===== config.mk =====
export PLATFORM = sky130hd
export DESIGN_NAME = idu_multi_decode_flat
export DESIGN_NICKNAME = d
export VERILOG_FILES = /design/src/rtl/idu_multi_decode_pkg.sv /design/src/rtl/idu_multi_decode_if.sv /design/src/rtl/idu_multi_decode_rv_dec_lane.sv /design/src/rtl/idu_multi_decode.sv /design/src/flat_wrapper.sv
export SDC_FILE = /design/constraint.sdc
export NUM_CORES = 1
export LEC_CHECK = 0
export BUFFER_PORTS_ARGS = -buffer_cell sky130_fd_sc_hd__buf_2
export CAP_MARGIN = 20
export CELL_PAD_IN_SITES_DETAIL_PLACEMENT = 0
export CELL_PAD_IN_SITES_GLOBAL_PLACEMENT = 1
export CORE_UTILIZATION = 48
export DETAILED_ROUTE_END_ITERATION = 16
export GPL_TIMING_DRIVEN = 0
export PLACE_DENSITY_LB_ADDON = 0.1
export RECOVER_POWER = 50
export SLEW_MARGIN = 10
export SYNTH_ARGS = -nofsm -noshare
export SYNTH_HDL_FRONTEND = slang
export SYNTH_SLANG_ARGS = --single-unit

===== constraint.sdc =====
create_clock -name clk_i -period 32.7 [get_ports clk_i]
set_clock_uncertainty 0.15 [all_clocks]
set_input_delay 6.54 -clock clk_i [delete_from_list [all_inputs] [get_ports clk_i]]
set_output_delay 6.54 -clock clk_i [all_outputs]
set_load 0.03 [all_outputs]

===== src/rtl/idu_multi_decode_pkg.sv =====
// rtl/idu_multi_decode_pkg.sv - shared decode types, opcode/ALU constants and helpers
package idu_multi_decode_pkg;

  localparam int RV_XLEN = 32;

  localparam logic [6:0] OPC_LUI      = 7'b0110111;
  localparam logic [6:0] OPC_AUIPC    = 7'b0010111;
  localparam logic [6:0] OPC_JAL      = 7'b1101111;
  localparam logic [6:0] OPC_JALR     = 7'b1100111;
  localparam logic [6:0] OPC_BRANCH   = 7'b1100011;
  localparam logic [6:0] OPC_LOAD     = 7'b0000011;
  localparam logic [6:0] OPC_STORE    = 7'b0100011;
  localparam logic [6:0] OPC_OPIMM    = 7'b0010011;
  localparam logic [6:0] OPC_OP       = 7'b0110011;
  localparam logic [6:0] OPC_MISC_MEM = 7'b0001111;
  localparam logic [6:0] OPC_SYSTEM   = 7'b1110011;

  localparam logic [3:0] alu_add  = 4'd0;
  localparam logic [3:0] alu_sub  = 4'd1;
  localparam logic [3:0] alu_sll  = 4'd2;
  localparam logic [3:0] alu_slt  = 4'd3;
  localparam logic [3:0] alu_sltu = 4'd4;
  localparam logic [3:0] alu_xor  = 4'd5;
  localparam logic [3:0] alu_srl  = 4'd6;
  localparam logic [3:0] alu_sra  = 4'd7;
  localparam logic [3:0] alu_or   = 4'd8;
  localparam logic [3:0] alu_and  = 4'd9;
  localparam logic [3:0] alu_mul  = 4'd10;
  localparam logic [3:0] alu_div  = 4'd11;

  typedef enum logic [3:0] {
    OP_NONE, OP_LUI, OP_AUIPC, OP_JAL, OP_JALR, OP_BRANCH, OP_LOAD,
    OP_STORE, OP_ALUI, OP_ALU, OP_FENCE, OP_SYSTEM
  } rv_op_e;

  typedef enum logic [1:0] {
    BR_TYPE_NONE, BR_TYPE_JAL, BR_TYPE_JALR, BR_TYPE_BRANCH
  } br_type_e;

  typedef struct packed {
    logic [RV_XLEN-1:0] pc;
    logic [4:0]         rs1;
    logic [4:0]         rs2;
    logic [4:0]         rd;
    logic [2:0]         funct3;
    logic [3:0]         alu_op;
    rv_op_e             inst_op;
    logic [31:0]        imm;
    logic               ecall;
    logic               mret;
    logic               fence_i;
    logic               illegal;
  } rv_decode_pkt_t;

  // alt selects sub/sra for the funct3 codes that have an alternate form
  function automatic logic [3:0] alu_from_f3(input logic [2:0] f3, input logic alt);
    logic [3:0] r;
    case (f3)
      3'b000:  r = alt ? alu_sub : alu_add;
      3'b001:  r = alu_sll;
      3'b010:  r = alu_slt;
      3'b011:  r = alu_sltu;
      3'b100:  r = alu_xor;
      3'b101:  r = alt ? alu_sra : alu_srl;
      3'b110:  r = alu_or;
      default: r = alu_and;
    endcase
    return r;
  endfunction

endpackage


===== src/rtl/idu_multi_decode_if.sv =====
// rtl/idu_multi_decode_if.sv - fetch-side (slave) and dispatch-side (master) bundle interface
interface idu_multi_decode_if
  import idu_multi_decode_pkg::*;
#(
  parameter int DEC_WIDTH = 2
);

  logic                             slave_valid;
  logic                             slave_ready;
  logic [DEC_WIDTH*32-1:0]          inst;
  logic [RV_XLEN-1:0]               pc;
  logic [DEC_WIDTH-1:0]             lane_valid_in;
  logic [DEC_WIDTH-1:0]             pred_res;

  logic                             master_valid;
  logic                             master_ready;
  rv_decode_pkt_t [DEC_WIDTH-1:0]   dec_pkt;
  logic [DEC_WIDTH-1:0]             dec_lane_valid;
  logic                             br_commit;
  logic                             br_error;
  logic [RV_XLEN-1:0]               br_pc;
  logic [RV_XLEN-1:0]               br_npc;
  br_type_e                         br_type;

  modport slave (
    input  slave_valid, inst, pc, lane_valid_in, pred_res,
    output slave_ready
  );

  modport master (
    output master_valid, dec_pkt, dec_lane_valid,
    output br_commit, br_error, br_pc, br_npc, br_type,
    input  master_ready
  );

endinterface


===== src/rtl/idu_multi_decode_rv_dec_lane.sv =====
// rtl/idu_multi_decode_rv_dec_lane.sv - combinational single RV32 instruction decoder
// DEC_MEXT_EN: enables decode of funct7=0000001 R-type as mul/div.
module rv_dec_lane
  import idu_multi_decode_pkg::*;
(
  input  logic [31:0]         inst_i,
  input  logic [RV_XLEN-1:0]  pc_i,
  input  logic                pred_res_i,
  output rv_decode_pkt_t      pkt_o,
  output logic                is_jal_o,
  output logic                jal_mispred_o,
  output logic [RV_XLEN-1:0]  imm_j_o
);

  logic [6:0]  opc;
  logic [6:0]  f7;
  logic [2:0]  f3;
  logic [31:0] imm_i, imm_s, imm_b, imm_u, imm_j;
  logic        legal;
  rv_op_e      op;
  logic [3:0]  alu;
  logic [31:0] imm;
  logic        ecall, mret, fence_i;

  assign opc   = inst_i[6:0];
  assign f3    = inst_i[14:12];
  assign f7    = inst_i[31:25];
  assign imm_i = {{20{inst_i[31]}}, inst_i[31:20]};
  assign imm_s = {{20{inst_i[31]}}, inst_i[31:25], inst_i[11:7]};
  assign imm_b = {{19{inst_i[31]}}, inst_i[31], inst_i[7], inst_i[30:25], inst_i[11:8], 1'b0};
  assign imm_u = {inst_i[31:12], 12'b0};
  assign imm_j = {{11{inst_i[31]}}, inst_i[31], inst_i[19:12], inst_i[20], inst_i[30:21], 1'b0};

  always_comb begin
    legal   = 1'b0;
    op      = OP_NONE;
    alu     = alu_add;
    imm     = '0;
    ecall   = 1'b0;
    mret    = 1'b0;
    fence_i = 1'b0;
    case (opc)
      OPC_LUI:    begin legal = 1'b1; op = OP_LUI;   imm = imm_u; end
      OPC_AUIPC:  begin legal = 1'b1; op = OP_AUIPC; imm = imm_u; end
      OPC_JAL:    begin legal = 1'b1; op = OP_JAL;   imm = imm_j; end
      OPC_JALR:   begin legal = (f3 == 3'b000); op = OP_JALR; imm = imm_i; end
      OPC_BRANCH: begin legal = (f3 != 3'b010) && (f3 != 3'b011); op = OP_BRANCH; imm = imm_b; end
      OPC_LOAD:   begin legal = (f3 != 3'b011) && (f3 != 3'b110) && (f3 != 3'b111); op = OP_LOAD; imm = imm_i; end
      OPC_STORE:  begin legal = (f3 < 3'b011); op = OP_STORE; imm = imm_s; end
      OPC_OPIMM: begin
        op  = OP_ALUI;
        imm = imm_i;
        alu = alu_from_f3(f3, (f3 == 3'b101) && f7[5]);
        if (f3 == 3'b001)      legal = (f7 == 7'b0000000);
        else if (f3 == 3'b101) legal = (f7 == 7'b0000000) || (f7 == 7'b0100000);
        else                   legal = 1'b1;
      end
      OPC_OP: begin
        op = OP_ALU;
        if (f7 == 7'b0000000) begin
          legal = 1'b1;
          alu   = alu_from_f3(f3, 1'b0);
        end else if (f7 == 7'b0100000) begin
          legal = (f3 == 3'b000) || (f3 == 3'b101);
          alu   = alu_from_f3(f3, 1'b1);
        end
`ifdef DEC_MEXT_EN
        else if (f7 == 7'b0000001) begin
          legal = 1'b1;
          alu   = f3[2] ? alu_div : alu_mul;
        end
`else
`endif
      end
      OPC_MISC_MEM: begin
        op      = OP_FENCE;
        legal   = (f3 == 3'b000) || (f3 == 3'b001);
        fence_i = (f3 == 3'b001);
      end
      OPC_SYSTEM: begin
        op    = OP_SYSTEM;
        ecall = (inst_i == 32'h0000_0073);
        mret  = (inst_i == 32'h3020_0073);
        legal = ecall | mret;
      end
      default: legal = 1'b0;
    endcase
    // Illegal lanes carry only raw fields so nothing downstream acts on a half-decode.
    if (!legal) begin
      op      = OP_NONE;
      alu     = alu_add;
      imm     = '0;
      ecall   = 1'b0;
      mret    = 1'b0;
      fence_i = 1'b0;
    end
  end

  always_comb begin
    pkt_o         = '0;
    pkt_o.pc      = pc_i;
    pkt_o.rs1     = inst_i[19:15];
    pkt_o.rs2     = inst_i[24:20];
    pkt_o.rd      = inst_i[11:7];
    pkt_o.funct3  = f3;
    pkt_o.alu_op  = alu;
    pkt_o.inst_op = op;
    pkt_o.imm     = imm;
    pkt_o.ecall   = ecall;
    pkt_o.mret    = mret;
    pkt_o.fence_i = fence_i;
    pkt_o.illegal = ~legal;
  end

  assign is_jal_o      = (opc == OPC_JAL);
  assign jal_mispred_o = is_jal_o & ~pred_res_i;
  assign imm_j_o       = imm_j;

endmodule


===== src/rtl/idu_multi_decode.sv =====
// rtl/idu_multi_decode.sv - DEC_WIDTH-lane decode stage with skid buffer, JAL squash and redirect
// DEC_MEXT_EN: enables M-extension mul/div decode in every lane.
module idu_multi_decode
  import idu_multi_decode_pkg::*;
#(
  parameter int DEC_WIDTH = 2,
  parameter int XLEN      = RV_XLEN
)(
  input  logic                  clk_i,
  input  logic                  rst_i,
  input  logic                  inst_kill_i,
  idu_multi_decode_if.slave     fetch,
  idu_multi_decode_if.master    disp
);

  typedef struct packed {
    rv_decode_pkt_t [DEC_WIDTH-1:0] pkt;
    logic [DEC_WIDTH-1:0]           lv;
  } entry_t;

  rv_decode_pkt_t [DEC_WIDTH-1:0] lane_pkt;
  logic [DEC_WIDTH-1:0]           lane_jal;
  logic [DEC_WIDTH-1:0]           lane_misp;
  logic [XLEN-1:0]                lane_immj [DEC_WIDTH];

  for (genvar i = 0; i < DEC_WIDTH; i++) begin : g_lane
    rv_dec_lane u_lane (
      .inst_i        (fetch.inst[32*i +: 32]),
      .pc_i          (fetch.pc + XLEN'(4 * i)),
      .pred_res_i    (fetch.pred_res[i]),
      .pkt_o         (lane_pkt[i]),
      .is_jal_o      (lane_jal[i]),
      .jal_mispred_o (lane_misp[i]),
      .imm_j_o       (lane_immj[i])
    );
  end

  logic [DEC_WIDTH-1:0] lv_sq;
  logic                 jal_hit, jal_err;
  logic [XLEN-1:0]      jal_pc, jal_npc;

  // Lanes younger than an unpredicted JAL are on the wrong path.
  always_comb begin
    lv_sq   = fetch.lane_valid_in;
    jal_hit = 1'b0;
    jal_err = 1'b0;
    jal_pc  = '0;
    jal_npc = '0;
    for (int i = 0; i < DEC_WIDTH; i++) begin
      if (jal_hit && jal_err) begin
        lv_sq[i] = 1'b0;
      end else if (!jal_hit && fetch.lane_valid_in[i] && lane_jal[i]) begin
        jal_hit = 1'b1;
        jal_err = lane_misp[i];
        jal_pc  = lane_pkt[i].pc;
        jal_npc = lane_pkt[i].pc + lane_immj[i];
      end
    end
  end

  entry_t          out_q, out_d, skid_q, skid_d, new_e;
  logic            out_valid_q, out_valid_d, skid_valid_q, skid_valid_d;
  logic            slave_ready_q, slave_ready_d;
  logic            br_commit_q, br_commit_d, br_error_q, br_error_d;
  logic [XLEN-1:0] br_pc_q, br_pc_d, br_npc_q, br_npc_d;
  br_type_e        br_type_q, br_type_d;
  logic            accept;

  assign accept    = fetch.slave_valid & slave_ready_q;
  assign new_e.pkt = lane_pkt;
  assign new_e.lv  = lv_sq;

  // slave_ready is low whenever SKID holds data, so accept never coincides with a SKID drain.
  always_comb begin
    out_d        = out_q;
    skid_d       = skid_q;
    out_valid_d  = out_valid_q;
    skid_valid_d = skid_valid_q;
    br_pc_d      = br_pc_q;
    br_npc_d     = br_npc_q;
    br_commit_d  = 1'b0;
    br_error_d   = 1'b0;
    if (inst_kill_i) begin
      out_valid_d  = 1'b0;
      skid_valid_d = 1'b0;
    end else begin
      if (!out_valid_q || disp.master_ready) begin
        if (skid_valid_q) begin
          out_d        = skid_q;
          out_valid_d  = 1'b1;
          skid_valid_d = 1'b0;
        end else begin
          out_d       = accept ? new_e : out_q;
          out_valid_d = accept;
        end
      end else if (accept) begin
        skid_d       = new_e;
        skid_valid_d = 1'b1;
      end
      br_commit_d = accept & jal_hit;
      br_error_d  = accept & jal_hit & jal_err;
      if (accept && jal_hit) begin
        br_pc_d  = jal_pc;
        br_npc_d = jal_npc;
      end
    end
    slave_ready_d = ~skid_valid_d;
    br_type_d     = br_commit_d ? BR_TYPE_JAL : BR_TYPE_NONE;
  end

  always_ff @(posedge clk_i or posedge rst_i) begin
    if (rst_i) begin
      out_q         <= '0;
      skid_q        <= '0;
      out_valid_q   <= 1'b0;
      skid_valid_q  <= 1'b0;
      slave_ready_q <= 1'b1;
      br_commit_q   <= 1'b0;
      br_error_q    <= 1'b0;
      br_pc_q       <= '0;
      br_npc_q      <= '0;
      br_type_q     <= BR_TYPE_NONE;
    end else begin
      out_q         <= out_d;
      skid_q        <= skid_d;
      out_valid_q   <= out_valid_d;
      skid_valid_q  <= skid_valid_d;
      slave_ready_q <= slave_ready_d;
      br_commit_q   <= br_commit_d;
      br_error_q    <= br_error_d;
      br_pc_q       <= br_pc_d;
      br_npc_q      <= br_npc_d;
      br_type_q     <= br_type_d;
    end
  end

  assign fetch.slave_ready    = slave_ready_q;
  assign disp.master_valid    = out_valid_q;
  assign disp.dec_pkt         = out_q.pkt;
  assign disp.dec_lane_valid  = out_q.lv & {DEC_WIDTH{out_valid_q}};
  assign disp.br_commit       = br_commit_q;
  assign disp.br_error        = br_error_q;
  assign disp.br_pc           = br_pc_q;
  assign disp.br_npc          = br_npc_q;
  assign disp.br_type         = br_type_q;

endmodule


===== src/flat_wrapper.sv =====
// flat-port wrapper written by rule: the top's interface ports become plain ports
module idu_multi_decode_flat import idu_multi_decode_pkg::*;
#(
  parameter int DEC_WIDTH = 2,
  parameter int XLEN      = RV_XLEN
)
  (clk_i, rst_i, inst_kill_i, fetch_slave_valid, fetch_inst, fetch_pc, fetch_lane_valid_in, fetch_pred_res, fetch_slave_ready, disp_master_valid, disp_dec_pkt, disp_dec_lane_valid, disp_br_commit, disp_br_error, disp_br_pc, disp_br_npc, disp_br_type, disp_master_ready);
  idu_multi_decode_if #(.DEC_WIDTH(DEC_WIDTH)) fetch_i ();
  idu_multi_decode_if #(.DEC_WIDTH(DEC_WIDTH)) disp_i ();
  input  logic clk_i;
  input  logic rst_i;
  input  logic inst_kill_i;
  input wire logic [$bits(fetch_i.slave_valid)-1:0] fetch_slave_valid;
  input wire logic [$bits(fetch_i.inst)-1:0] fetch_inst;
  input wire logic [$bits(fetch_i.pc)-1:0] fetch_pc;
  input wire logic [$bits(fetch_i.lane_valid_in)-1:0] fetch_lane_valid_in;
  input wire logic [$bits(fetch_i.pred_res)-1:0] fetch_pred_res;
  output wire logic [$bits(fetch_i.slave_ready)-1:0] fetch_slave_ready;
  output wire logic [$bits(disp_i.master_valid)-1:0] disp_master_valid;
  output wire logic [$bits(disp_i.dec_pkt)-1:0] disp_dec_pkt;
  output wire logic [$bits(disp_i.dec_lane_valid)-1:0] disp_dec_lane_valid;
  output wire logic [$bits(disp_i.br_commit)-1:0] disp_br_commit;
  output wire logic [$bits(disp_i.br_error)-1:0] disp_br_error;
  output wire logic [$bits(disp_i.br_pc)-1:0] disp_br_pc;
  output wire logic [$bits(disp_i.br_npc)-1:0] disp_br_npc;
  output wire logic [$bits(disp_i.br_type)-1:0] disp_br_type;
  input wire logic [$bits(disp_i.master_ready)-1:0] disp_master_ready;
  assign fetch_i.slave_valid = fetch_slave_valid;
  assign fetch_i.inst = fetch_inst;
  assign fetch_i.pc = fetch_pc;
  assign fetch_i.lane_valid_in = fetch_lane_valid_in;
  assign fetch_i.pred_res = fetch_pred_res;
  assign fetch_slave_ready = fetch_i.slave_ready;
  assign disp_master_valid = disp_i.master_valid;
  assign disp_dec_pkt = disp_i.dec_pkt;
  assign disp_dec_lane_valid = disp_i.dec_lane_valid;
  assign disp_br_commit = disp_i.br_commit;
  assign disp_br_error = disp_i.br_error;
  assign disp_br_pc = disp_i.br_pc;
  assign disp_br_npc = disp_i.br_npc;
  assign disp_br_type = disp_i.br_type;
  assign disp_i.master_ready = disp_master_ready;
  idu_multi_decode #(.DEC_WIDTH(DEC_WIDTH), .XLEN(XLEN)) u_core (.clk_i(clk_i), .rst_i(rst_i), .inst_kill_i(inst_kill_i), .fetch(fetch_i), .disp(disp_i));
endmodule

==> flow_summary.json, run 1 <==
{
  "outcome": "complete, but fails checks",
  "failed_checks": "max-capacitance violations, max-slew violations",
  "synth.avg_cell_area_um2": 8.90,
  "first_global_vias": 22300,
  "cap_viol_max_count": 4,
  "final_hold_viol_count": 0,
  "synth_edf_count": 0,
  "hpwl_um": 74900,
  "hp-class": "reg2reg",
  "end_kind": "async pin",
  "critPathLaunchType": "input pin",
  "post-cts-setup-buffers": 0,
  "rr_endpoint": "u_core.skid_q[188]",
  "grt_max_degree": 123,
  "cp_data_required_time_ns": 31.72,
  "wire_per_inst_um": 24.7,
  "fin_util_pct": 56.9,
  "worstMarginPinSlew_ns": 6.34,
  "clk_pin_slew_ns": 0.06,
  "io_pins": 365,
  "placement_rows": 83,
  "synth.distinct_cells": 77,
  "vias_per_cell": 5.94,
  "placed_cells": 3872,
  "grt_pass1_wl_um": 143000,
  "cts_resized": 0,
  "endpoint": "u_core.disp.dec_pkt[24]",
  "gp_congestion": 0.991,
  "routed_wl_um": 97800,
  "netlist_area_um2": 25200,
  "critPathTopFamily": "buffers and inverters",
  "cts_buffers": 49,
  "h-tree-depth": 2,
  "fin_hold_ws_ns": 0.324,
  "start_util_pct": 48.8,
  "initialDrtViolationCount": 2369,
  "synth_area_leaders": "dfrtp_1, a21oi_1, buf_4",
  "cp-startpoint": "rst_i",
  "grt_util_all_layers_pct": 36.2,
  "ff2ff_setup_slack_ns": 28.68,
  "synth_commonest_cells": "dfrtp_1, nand2_1, a21oi_1",
  "max_clock_freq_mhz": 66.2,
  "num_vias": 23564,
  "final_max_slew_viol_count": 451,
  "ys.flop_type": "dfrtp_1",
  "drc": 0,
  "dr.pass1.iters": 7,
  "critical_path_peak_fanout": 122,
  "slowest_stage": "clkbuf_1",
  "yosysTopAreaCell": "dfrtp_1",
  "period_minus_slack_ns": 15.09,
  "dieArea_um2": 53400,
  "synth_most_common_cell": "dfrtp_1",
  "setup_violations": 0,
  "finalCritPeriodShare_pct": 46.2,
  "synth.yosys.seq_area_share_pct": 44.1,
  "postSynthCellCount": 2829,
  "clock_latency_ns": 0.62,
  "clock-sinks": 444,
  "synth_top_area_share_pct": 44.0,
  "rsz0062_at_grt": "no",
  "p_leak_nw": 13.2,
  "clockBufferDepth": 3,
  "async_flop_share_pct": 100,
  "antenna_found_initial": 2,
  "stdcell_count": 3964,
  "cts_root_buf": "clkbuf_16",
  "crit_cells": 3,
  "totalPowerFinal_mw": 1.58,
  "portBuffers": 360,
  "fin_nets": 3419,
  "num-fill-cells": 4869,
  "critical_path_class": "in2async",
  "die_x_um": 231,
  "pwr_density_cell_nw_per_um2": 53.8,
  "max_stage_delay_ns": 4.62,
  "crit_chain": "buf_2, clkinvlp_2, clkbuf_1",
  "overflow": 0,
  "die_height_um": 231,
  "r2r-start": "u_core.fetch.slave_ready",
  "antenna_left": 0,
  "max_slew_margin_pct": -323,
  "cts_tree": "built",
  "vdd_drop_max_uv": 44.7,
  "final.setup.tns_ns": 0,
  "yosys_warnings": 0,
  "ys_seq_elements": 444,
  "drive_gt1_share_pct": 19.4,
  "cp.buffers_inverters": 3,
  "core_um2": 51600,
  "arrival_ns": 14.11,
  "ctsHoldBuffers": 0,
  "r2r_cells": 9,
  "area_growth_pct": 16.5,
  "syn-num-nets": 3005
}
## power breakdown
| group | internal (mW) | leakage (nW) | switching, mW |
|---|---|---|---|
| logic | 0.126 | 6.62 | 0.226 |
| clock network | 0.335 | 0.805 | 0.241 |
| registers | 0.612 | 5.73 | 0.0376 |
## registers in the layout, indices dropped and copies added (netlist names), 2 cells and up
register,flops
u_core.disp.br_pc,31
u_core.out_q,2
u_core.disp.dec_pkt,186
u_core.disp.br_npc,32
u_core.skid_q,188
## per-stage QoR
step,instance area [µm²],worst slack (ns)
after floorplan,25200,13.64
after global placement,27800,8.95
after detailed placement,27900,20.72
after CTS,29600,21.32
after global routing,29300,15.78
final,29300,17.61
## layout make-up
class                   instances  area, µm²  area share (%)
inverters                      44        166           0.567
clock inverters                19        253           0.861
multi-input cells            1966      11800            40.1
well taps                     680        851            2.90
diodes                          3       7.51          0.0256
repair buffers                363       1660            5.64
plain buffers                 375       2150            7.32
clock buffers                  70       1390            4.72
flip-flops and latches        444      11100            37.9
## layer usage
metal  up-vias  global-route usage [%]  part of all wire (%)
met3       220                    4.39                   7.3
met4         0                    17.5                   5.2
met5         -                       0                     0
met2      1119                    57.5                    46
li1      10533                       -                     -
met1     11692                    49.2                    42
## kinds of logic after synthesis
family | after synthesis | share of synthesized area [%]
AND/OR/NAND/NOR | 888 | 16.0
AO/OA/AOI/OAI | 766 | 17.6
flip-flops | 444 | 44.1
buffers and inverters | 419 | 9.19
multiplexers | 158 | 6.67
XOR/XNOR | 82 | 2.85
adder cells (fa/ha/maj) | 71 | 3.59
other | 1 | 0.0149
## cells in the final DEF (no fill, tap or decap), types with 14 or more instances in the layout
cell       Yosys  final
a21o_1        26     26
nor4_1        16     16
or3_1         22     22
o31ai_1       46     46
ha_1          69     69
o22ai_1       16     16
a31oi_1       14     14
a221oi_1      15     15
nor2_1       238    238
xor2_1        35     35
nor2b_1       14     14
o21ai_0      233    233
nor3_1        52     51
or2_2         24     24
clkbuf_16      0     49
and3_1        30     30
nand3_1       71     71
buf_2         17    251
clkbuf_1     154    296
a21oi_1      295    295
buf_4        192    192
inv_1         44     43
o21ai_1       16     16
dfrtp_1      443    443
nand2b_1      14     14
nand2_1      353    353
mux2_2        79     79
xnor2_1       47     47
a22oi_1       28     28
mux2i_1       79     79
## worst min-delay path by stage
stage / startpoint / end / slack (ns) / cells after the start
after floorplan: u_core.skid_q[136] / u_core.skid_q[136] / 0.29 / 2
after global placement: u_core.skid_q[114] / u_core.skid_q[114] / 0.30 / 2
after detailed placement: u_core.skid_q[114] / u_core.skid_q[114] / 0.31 / 2
after CTS: u_core.skid_q[114] / u_core.skid_q[114] / 0.33 / 2
after global routing: u_core.skid_q[113] / u_core.skid_q[113] / 0.34 / 2
final: u_core.skid_q[114] / u_core.skid_q[114] / 0.32 / 2
## worst min-delay path: cells and delay by family (launching register included)
| kind | cells | cell delay (ns) |
|---|---|---|
| and+or+nand+nor | 1 | 0.04 |
| DFF | 1 | 0.34 |
| AOI/OAI and AO/OA | 1 | 0.06 |
Power figures use the tool's default switching activity.
==> inputs of run 2 (changes only) <==
--- a/config.mk
+++ b/config.mk
@@ -5,11 +5,12 @@
 export SDC_FILE = /design/constraint.sdc
 export NUM_CORES = 1
 export LEC_CHECK = 0
+export ABC_AREA = 1
 export BUFFER_PORTS_ARGS = -buffer_cell sky130_fd_sc_hd__buf_2
 export CAP_MARGIN = 20
 export CELL_PAD_IN_SITES_DETAIL_PLACEMENT = 0
 export CELL_PAD_IN_SITES_GLOBAL_PLACEMENT = 1
-export CORE_UTILIZATION = 48
+export CORE_UTILIZATION = 42
 export DETAILED_ROUTE_END_ITERATION = 16
 export GPL_TIMING_DRIVEN = 0
 export PLACE_DENSITY_LB_ADDON = 0.1
==> constraint.sdc (replaced) <==
create_clock -name clk_i -period 14.05 [get_ports clk_i]
set_clock_uncertainty 0.15 [all_clocks]
set_input_delay 2.81 -clock clk_i [delete_from_list [all_inputs] [get_ports clk_i]]
set_output_delay 2.81 -clock clk_i [all_outputs]
set_load 0.03 [all_outputs]
==> run 2 against run 1 <==
The run still ends with max-capacitance violations, max-slew violations left. Total power rose by 140%. Synthesized cell count rose by 39%. Via count rose by 17%. Die area rose by 24%. Critical path depth rose by 3. Utilization fell by 7.6 points. Largest power group unchanged. Highest routed layer is now met5.
==> flow_summary.json, run 2 <==
{
  "outcome": "complete, but fails checks",
  "failed_checks": "max-capacitance violations, max-slew violations",
  "crit_chain": "buf_2, clkinvlp_2, clkbuf_1, clkbuf_1, clkbuf_1, clkbuf_1",
  "synth_most_common_cell": "nand2_1",
  "post-cts-setup-buffers": 0,
  "cts_root_buf": "clkbuf_16",
  "clock_latency_ns": 0.62,
  "cp.buffers_inverters": 6,
  "setup_violations": 0,
  "arrival_ns": 8.80,
  "final.setup.tns_ns": 0,
  "ys_seq_elements": 444,
  "grt_max_degree": 38,
  "die_x_um": 257,
  "async_flop_share_pct": 100,
  "start_util_pct": 42.5,
  "synth_commonest_cells": "nand2_1, dfrtp_1, nor2_1",
  "io_pins": 365,
  "synth_edf_count": 0,
  "synth.avg_cell_area_um2": 6.96,
  "portBuffers": 363,
  "period_minus_slack_ns": 8.56,
  "drc": 0,
  "netlist_area_um2": 27400,
  "grt_pass1_wl_um": 165000,
  "final_max_slew_viol_count": 400,
  "yosysTopAreaCell": "dfrtp_1",
  "drive_gt1_share_pct": 13.8,
  "core_um2": 64500,
  "vias_per_cell": 5.22,
  "syn-num-nets": 4109,
  "final_hold_viol_count": 0,
  "pwr_density_cell_nw_per_um2": 117,
  "crit_top_cell": "clkbuf_1",
  "cts_tree": "built",
  "top_usage_layer": "met2",
  "clockBufferDepth": 3,
  "grt_util_all_layers_pct": 33.2,
  "fin_nets": 4537,
  "rsz0062_at_grt": "no",
  "critical_path_class": "in2async",
  "hp-class": "reg2reg",
  "num_vias": 27478,
  "grt_util_met3_pct": 4.56,
  "antenna_left": 0,
  "max_slew_margin_pct": -39.7,
  "max_clock_freq_mhz": 117,
  "synth_top_area_share_pct": 40.5,
  "die_height_um": 257,
  "h-tree-depth": 2,
  "layout_common_cells": "nand2_1, dfrtp_1, nor2_1",
  "critPathLaunchType": "input pin",
  "use_met1_pct": 44.3,
  "dr.pass1.iters": 5,
  "max_stage_delay_ns": 1.51,
  "postSynthCellCount": 3933,
  "synth.yosys.seq_area_share_pct": 40.6,
  "clock-sinks": 444,
  "first_global_vias": 26003,
  "ctsHoldBuffers": 0,
  "synth.distinct_cells": 48,
  "critPathTopFamily": "buffers and inverters",
  "dieArea_um2": 66200,
  "area_growth_pct": 16.1,
  "synth_area_leaders": "dfrtp_1, nand2_1, o21ai_0",
  "cp_data_required_time_ns": 14.29,
  "placement_rows": 93,
  "cts_buffers": 49,
  "ys.flop_type": "dfrtp_1",
  "initialDrtViolationCount": 2476,
  "finalCritPeriodShare_pct": 60.9,
  "critical_path_peak_fanout": 35,
  "clk_pin_slew_ns": 0.06,
  "grt_use_met2_pct": 52.8,
  "end_kind": "async pin",
  "slowest_stage": "clkbuf_1",
  "routed_wl_um": 111000,
  "dpl_cell_area_um2": 30600,
  "wire_per_inst_um": 21.1,
  "worstMarginPinSlew_ns": 2.09,
  "layout_commonest_cell": "nand2_1",
  "vdd_drop_max_uv": 94.3,
  "cts_resized": 0,
  "cap_viol_max_count": 12,
  "hpwl_um": 88300,
  "gp_congestion": 0.993,
  "antenna_found_initial": 7,
  "largest-register": "u_core.skid_q",
  "overflow": 0,
  "p_leak_nw": 17.6,
  "largest_register_ff_count": 188,
  "final_area_um2": 31800,
  "yosys_warnings": 0
}
==> run 2: tightest hold or removal path: stages, from the launching register on <==
cell and delay, ns:
dfrtp_1 0.34, nand2_1 0.06, nand2_1 0.05
==> run 2: cells by family (layout without fill, tap and decap cells) <==
family | Yosys count | after routing | synth area share [%]
xor gates and xnor gates | 30 | 30 | 1.04
other | 1 | 6 | 0.0137
AOI/OAI and AO/OA | 661 | 661 | 12.7
DFF | 444 | 444 | 40.6
and+or+nand+nor | 2033 | 2033 | 29.9
adders and majority gates | 71 | 71 | 3.30
buffers and inverters | 693 | 1159 | 12.5
==> run 2: where the power goes <==
group          internal (mW)  total [mW]  leakage [nW]  switching [mW]
combinational          0.284       0.868          10.9           0.584
sequential              1.43        1.53          5.84          0.0985
clock                  0.738        1.31         0.785           0.573
==> run 2: final cells by class <==
type / instances / area [µm²]
timing repair buffer: 377 / 1710
inverter: 341 / 1280
fill: 6921 / 32700
multi-input combinational: 2796 / 12800
clock buffer: 80 / 1510
buffer: 352 / 2150
clock inverter: 9 / 90.1
tap: 855 / 1070
antenna: 5 / 12.5
sequential: 444 / 11100
==> run 2: layer usage <==
metal	wire [µm]	part of all wire, %
met1	47600	43
met2	50400	45
met3	6830	6.2
met4	6060	5.5
met5	28	0.025
==> run 2: final timing paths <==
kind | from | to | slack (ns) | cells after the start
worst max register to register | u_core.disp.master_valid | u_core.skid_q[55] | 10.67 | 10
max in group clk_i | fetch_pc[11] | u_core.disp.br_npc[31] | 7.92 | 20
worst max-delay path | rst_i | u_core.skid_q[84] | 5.49 | 6
worst min-delay path | u_core.disp.dec_pkt[158] | u_core.disp.dec_pkt[158] | 0.33 | 2
worst min register to register | u_core.disp.dec_pkt[158] | u_core.disp.dec_pkt[158] | 0.33 | 2
min in group asynchronous | rst_i | u_core.skid_q[103] | 2.16 | 2
==> run 2: per-stage QoR <==
step           setup WS, ns  hold WS, ns  utilization (%)  cells  total power [mW]
3_5_place_dp           7.37        0.314             47.4   5165              2.43
4_1_cts                8.02        0.329             49.9   5254              3.74
3_3_place_gp           2.15        0.308             47.0   5151              2.41
5_1_grt                4.30        0.342             49.3   5258              3.88
2_1_floorplan          5.09        0.293                -   3933              2.13
6_report               5.49        0.325             49.3   5259              3.71
